`config.mk`:
```
export PLATFORM = sky130hd
export DESIGN_NAME = btn_debounce_multi
export DESIGN_NICKNAME = d
export VERILOG_FILES = /design/src/rtl/btn_debounce_multi.sv
export SDC_FILE = /design/constraint.sdc
export NUM_CORES = 1
export LEC_CHECK = 0
export BUFFER_PORTS_ARGS = -buffer_cell sky130_fd_sc_hd__buf_2
export CAP_MARGIN = 30
export CORE_MARGIN = 3
export CORE_UTILIZATION = 45
export CTS_CLUSTER_DIAMETER = 120
export DETAILED_ROUTE_END_ITERATION = 10
export MAX_ROUTING_LAYER = met4
export RECOVER_POWER = 50
export REMOVE_ABC_BUFFERS = 1
export SLEW_MARGIN = 30
export SYNTH_ARGS = -nofsm -noshare
export SYNTH_HDL_FRONTEND = slang
export SYNTH_SLANG_ARGS = --single-unit
export TNS_END_PERCENT = 1
```
`constraint.sdc`:
```
create_clock -name clk_i -period 2 [get_ports clk_i]
set_clock_uncertainty 0.05 [all_clocks]
set_input_delay 0.2 -clock clk_i [delete_from_list [all_inputs] [get_ports clk_i]]
set_output_delay 0.2 -clock clk_i [all_outputs]
set_load 0.02 [all_outputs]
```
`src/rtl/btn_debounce_multi.sv`:
```
// N-channel button/switch debouncer: per-channel synchroniser, STABLE/PENDING filter, level output plus rise/fall strobes.
// Optional sticky per-channel interrupt flags when BTN_DEBOUNCE_IRQ_EN is defined.
module btn_debounce_multi #(
    parameter int   N_CH            = 4,
    parameter int   SYNC_STAGES     = 2,
    parameter int   DEBOUNCE_CYCLES = 10000,
    parameter logic RST_LEVEL       = 1'b0
) (
    input  logic            clk_i,
    input  logic            rst_i,
    input  logic [N_CH-1:0] btn_i,
    output logic [N_CH-1:0] q_o,
    output logic [N_CH-1:0] rise_o,
    output logic [N_CH-1:0] fall_o,
    output logic            changed_o
`ifdef BTN_DEBOUNCE_IRQ_EN
    ,
    input  logic [N_CH-1:0] irq_clr_i,
    output logic [N_CH-1:0] irq_o
`endif
);

    localparam int CNT_W = $clog2(DEBOUNCE_CYCLES);
    localparam logic [CNT_W-1:0] CNT_MAX = CNT_W'(DEBOUNCE_CYCLES - 1);

    typedef enum logic {
        ST_STABLE  = 1'b0,
        ST_PENDING = 1'b1
    } state_t;

    generate
        for (genvar gi = 0; gi < N_CH; gi++) begin : g_ch
            logic [SYNC_STAGES-1:0] sync_reg;
            logic                   s;
            state_t                 state_reg, state_next;
            logic [CNT_W-1:0]       cnt_reg, cnt_next;
            logic                   q_reg, q_next;
            logic                   rise_reg, rise_next;
            logic                   fall_reg, fall_next;
            logic                   accept;

            always_ff @(posedge clk_i) begin
                if (rst_i) begin
                    sync_reg <= {SYNC_STAGES{RST_LEVEL}};
                end else begin
                    sync_reg <= {sync_reg[SYNC_STAGES-2:0], btn_i[gi]};
                end
            end

            assign s = sync_reg[SYNC_STAGES-1];

            // The DEBOUNCE_CYCLES-th consecutive differing sample commits the new level.
            assign accept = (state_reg == ST_PENDING) && (s != q_reg) && (cnt_reg == CNT_MAX);

            always_ff @(posedge clk_i) begin
                if (rst_i) begin
                    state_reg <= ST_STABLE;
                    cnt_reg   <= '0;
                end else begin
                    state_reg <= state_next;
                    cnt_reg   <= cnt_next;
                end
            end

            always_comb begin
                state_next = state_reg;
                cnt_next   = cnt_reg;
                case (state_reg)
                    ST_STABLE: begin
                        if (s != q_reg) begin
                            state_next = ST_PENDING;
                            cnt_next   = CNT_W'(1);
                        end else begin
                            cnt_next   = '0;
                        end
                    end
                    ST_PENDING: begin
                        if (s == q_reg || cnt_reg == CNT_MAX) begin
                            state_next = ST_STABLE;
                            cnt_next   = '0;
                        end else begin
                            cnt_next   = cnt_reg + 1'b1;
                        end
                    end
                    default: begin
                        state_next = ST_STABLE;
                        cnt_next   = '0;
                    end
                endcase
            end

            always_comb begin
                q_next    = q_reg;
                rise_next = 1'b0;
                fall_next = 1'b0;
                if (accept) begin
                    q_next    = s;
                    rise_next = s;
                    fall_next = ~s;
                end
            end

            always_ff @(posedge clk_i) begin
                if (rst_i) begin
                    q_reg    <= RST_LEVEL;
                    rise_reg <= 1'b0;
                    fall_reg <= 1'b0;
                end else begin
                    q_reg    <= q_next;
                    rise_reg <= rise_next;
                    fall_reg <= fall_next;
                end
            end

            assign q_o[gi]    = q_reg;
            assign rise_o[gi] = rise_reg;
            assign fall_o[gi] = fall_reg;

`ifdef BTN_DEBOUNCE_IRQ_EN
            logic irq_reg;

            // Set has priority over a clear arriving in the same cycle.
            always_ff @(posedge clk_i) begin
                if (rst_i) begin
                    irq_reg <= 1'b0;
                end else if (rise_reg | fall_reg) begin
                    irq_reg <= 1'b1;
                end else if (irq_clr_i[gi]) begin
                    irq_reg <= 1'b0;
                end
            end

            assign irq_o[gi] = irq_reg;
`endif
        end
    endgenerate

    assign changed_o = |(rise_o | fall_o);

endmodule

```
Yosys cells after proc, flatten, opt, wreduce, memory -nomap -nowiden

Index checks and enable logic that the tools add are counted.

Register bits: 80
Output and inout port bits: 13
Logic and storage cells: 94

Add/subtract/negate cells: 4
Eq/ne operators: 12
Muxes and demuxes: 24
Bitwise gates (word level): 13
Reduce and logical (&&, ||, !) cells: 17

Operators by type and width:

| cell                                          | number |
|---|---|
| one-hot mux 14 bit (2 select lines)           | 4 |
| adder 14 x 1 -> 14 bit, second input constant | 4 |
| equality test 14 bit, second input constant   | 4 |
| two-way mux 14 bit                            | 4 |
| two-way mux 1 bit                             | 12 |
| NOT 1 bit                                     | 12 |
| logical AND 1 bit                             | 8 |
| one-hot mux 1 bit (2 select lines)            | 4 |
| OR reduction 2 bit                            | 4 |
| equality test 1 bit                           | 4 |
| logical OR 1 bit                              | 4 |
| != test 1 bit                                 | 4 |
| OR 4 bit                                      | 1 |
| OR reduction 4 bit                            | 1 |

Longest topological paths before layout

Word-level depth: 5
Depth in mapped cells: 6
Mapped depth without buffers: 5

Least setup slack after synthesis

OpenSTA, ideal clock, no wires.

Path kind: flip-flop to flip-flop
From: register g_ch[2].cnt_reg[7]
To: register g_ch[2].cnt_reg[11]
Library setup time: 0.115 ns
Arrival: 1.532 ns
Data required time: 1.835 ns
Slack: 0.303 ns
Cell stages (with the launch flop): 6
Path buffers: 1
Cells stage by stage: dfxtp_1 > or4b_4 > nor4_4 > nand3b_2 > buf_6 > nor2_1

Longest elaborated chain between the ends: 4
Elaborated cells between the ends (all ways): 5
Classes of those cells: add/sub: 1; eq/ne: 1; mux: 2; reduce/logical: 1

Ends and longest elaborated chain:

| item                                                           | RTL line | text |
|---|---|---|
| start: declaration                                             | 36       | `logic [CNT_W-1:0] cnt_reg, cnt_next;` |
| start signal: assignment                                       | 61       | `cnt_reg <= cnt_next;` |
| branches (longest 2 deep; another with adder 14 x 1 -> 14 bit) | --       |  |
| two-way mux 14 bit *                                           | 78       | `if (s == q_reg \|\| cnt_reg == CNT_MAX) begin` |
| one-hot mux 14 bit (2 select lines) *                          | 68       | `case (state_reg)` |

Every way passes the cells marked *.
A chain may end at the register's enable or synchronous reset.

Worst setup path after layout

From: register g_ch[1].cnt_reg[5]
To: register g_ch[1].cnt_reg[6]

Longest elaborated chain between the ends: 4
Elaborated cells between the ends (all ways): 5
Classes of those cells: add/sub: 1; eq/ne: 1; mux: 2; reduce/logical: 1

Ends and longest elaborated chain:

| item                                                           | RTL line |
|---|---|
| start: declaration                                             | 36 |
| start signal: assignment                                       | 61 |
| branches (longest 2 deep; another with adder 14 x 1 -> 14 bit) | -- |
| two-way mux 14 bit *                                           | 78 |
| one-hot mux 14 bit (2 select lines) *                          | 68 |

Marked as above.

==> impl_metrics.tcl <==
set metrics [dict create \
    status "completed" \
    antenna_cells 0 \
    drtPass1Iterations 4 \
    cts_htree_levels 3 \
    synth_top_area_share_pct 47.6 \
    area_growth_pct 11.2 \
    num_rows 30 \
    core_area_sq_um 7020 \
    die_x_microns 92.5 \
    holdCritPathClass "in -> reg" \
    yosysUniqueCellTypes 31 \
    grt_max_degree 21 \
    async_flop_share_pct 0 \
    layout-drive-gt1-share_pct 7.77 \
    dp_hpwl_mm 3.91 \
    path_max_fanout 13 \
    clkTransAtPathRegs_ns 0.08 \
    peakVddDrop_mv 0.473 \
    crit_required_ns 2.17 \
    yosys_register_bits 80 \
    clock_sinks 80 \
    drtIter0Drc 95 \
    yosys-top-cells-area "dfxtp_1 48%, xnor2_1 11%, nor2_1 7.9%" \
    via_count 2344 \
    grt_pass1_vias 2175 \
    post-route-drc-count 0 \
    worst_slew_pin_slew_ns 0.814 \
    criticalPathCategory "reg -> reg" \
    synth_warnings 0 \
    yosysMostFrequentCell "dfxtp_1" \
    clock_latency_ns 0.34 \
    ys_seq_area_share_pct 47.6 \
    final_hold_viol_count 0 \
    post_synth.cell_area_avg_sq_um 9.22 \
    grt_pass1_wl_mm 9.77 \
    vias_per_cell 4.86 \
    p_leak_nw 1.21 \
    worstPathArrival_ns 2.00 \
    rsz0062_at_grt "no" \
    synth_top_area_cell "dfxtp_1" \
    drt_wl_total_mm 5.56 \
    setup_violations 0 \
    numPortBuffers 18 \
    synth_ff_type "dfxtp_1" \
    cts_buffer_depth 2 \
    largest_reg_flops 56 \
    netlist_instances 365 \
    fin_nets 392 \
    netlist_area_sq_um 3360 \
    relSlewSlack_pct 45.7 \
    wire_per_inst_microns 11.5 \
    synth_edf_count 0 \
    cts_buffers 9 \
    grt_usage_pct 14.8 \
    max_freq_ghz 0.547 \
    root_buffer "clkbuf_8" \
    start_util_pct 47.9 \
    ant_nets 0 \
    grt.overflow.total 0 \
    finalSetupTns_ns 0 \
    fin_crit_ns 1.83 \
    cts_tree "built" \
    cap_violations 0 \
    fp.dieArea_sq_um 8550 \
    fin_util_pct 53.3 \
    synth_common_cells "80 x dfxtp_1, 71 x nor2_1, 43 x xnor2_1" \
    die_h_microns 92.5 \
    slew_violations 0 \
    antenna_found_initial 0 \
    start_kind "flop" \
    p_per_area_nw_per_um2 841 \
    ios 19 \
    finalCritPeriodShare_pct 91.4 \
    end_kind "flop" \
    gp_congestion 0.793 \
]
[cell usage in the layout, fill, tap and decap left out, types with 5 or more instances in the layout]
cell type,n
dfxtp_1,80
nor2_1,71
xnor2_1,43
nand3_1,19
nor3_1,17
nand4_1,16
inv_1,16
nand2_1,15
clkbuf_1,14
nor4_1,10
xor2_1,9
clkbuf_8,9
nor2b_1,8
and3_1,6
buf_2,5
[per-layer routing]
metal	vias up	part of all wire [%]	GRT usage, %
met2	36	45	22.7
met5	-	0	-
met3	4	4.1	6.34
li1	1257	-	-
met4	0	0.86	4.46
met1	1047	50	17.8
[final cells by class]
cell class	count	area, sq um
fillers	652	3280
flip-flops and latches	80	1600
multi-input cells	251	1580
repair buffers	24	123
inverters	16	60.1
clock buffers	9	124
well taps	96	120
clock inverters	6	133
[report_power, final]
part / switching, W / internal [W] / total [W]
registers: 0.00000969 / 0.00160 / 0.00161
clock network: 0.000555 / 0.000946 / 0.00150
logic: 0.0000159 / 0.0000171 / 0.0000330
[worst max-delay path, cell delays in order (launching register included)]
cell	delay [ns]
dfxtp_1	0.36
or4b_4	0.54
nor4_4	0.33
nand3b_2	0.35
nor2_1	0.09
[final timing paths]
kind / from / endpoint / slack [ns] / depth (start not counted)
worst min-delay path: btn_i[1] / g_ch[1].sync_reg[0]$_SDFF_PP0_ / 0.03 / 2
worst max-delay path: g_ch[1].cnt_reg[5]$_SDFF_PP0_ / g_ch[1].cnt_reg[6]$_SDFF_PP0_ / 0.17 / 4
worst min register to register: g_ch[0].sync_reg[0]$_SDFF_PP0_ / g_ch[0].sync_reg[1]$_SDFF_PP0_ / 0.39 / 1
worst max register to register: g_ch[1].cnt_reg[5]$_SDFF_PP0_ / g_ch[1].cnt_reg[6]$_SDFF_PP0_ / 0.17 / 4
[repair_timing]
item / CTS / global route
gates resized for setup: 0 / 1
setup endpoints to repair: 0 / 2
endpoints found under the hold margin: 3 / 0
hold buffers: 3 / 0
buffers inserted: 0 / 0
[metrics by stage]
| stage | cells | cell area, sq um | hold WS [ns] | total power (W) | worst slack, ns |
|---|---|---|---|---|---|
| after floorplan | 347 | 3230 | 0.219 | 0.00166 | 0.332 |
| after global placement | 464 | 3470 | 0.361 | 0.00168 | 0.183 |
| after detailed placement | 464 | 3470 | 0.363 | 0.00168 | 0.145 |
| after CTS | 482 | 3750 | 0.00108 | 0.00319 | 0.138 |
| after global routing | 482 | 3740 | 0.00569 | 0.00327 | 0.0452 |
| final | 482 | 3740 | 0.0280 | 0.00315 | 0.172 |
[kinds of logic (layout without fill, tap and decap cells)]
logic type                 after synthesis  in the layout  synth area share, %
buffers and inverters                   34             55                 5.69
xor gates and xnor gates                52             52                 13.5
and+or+nand+nor                        183            183                 29.1
DFF                                     80             80                 47.6
muxes                                    1              1                0.298
AOI/OAI and AO/OA                       11             11                 2.27
adders and majority gates                4              4                 1.49
Note: power is estimated with default switching activity, not from simulation.
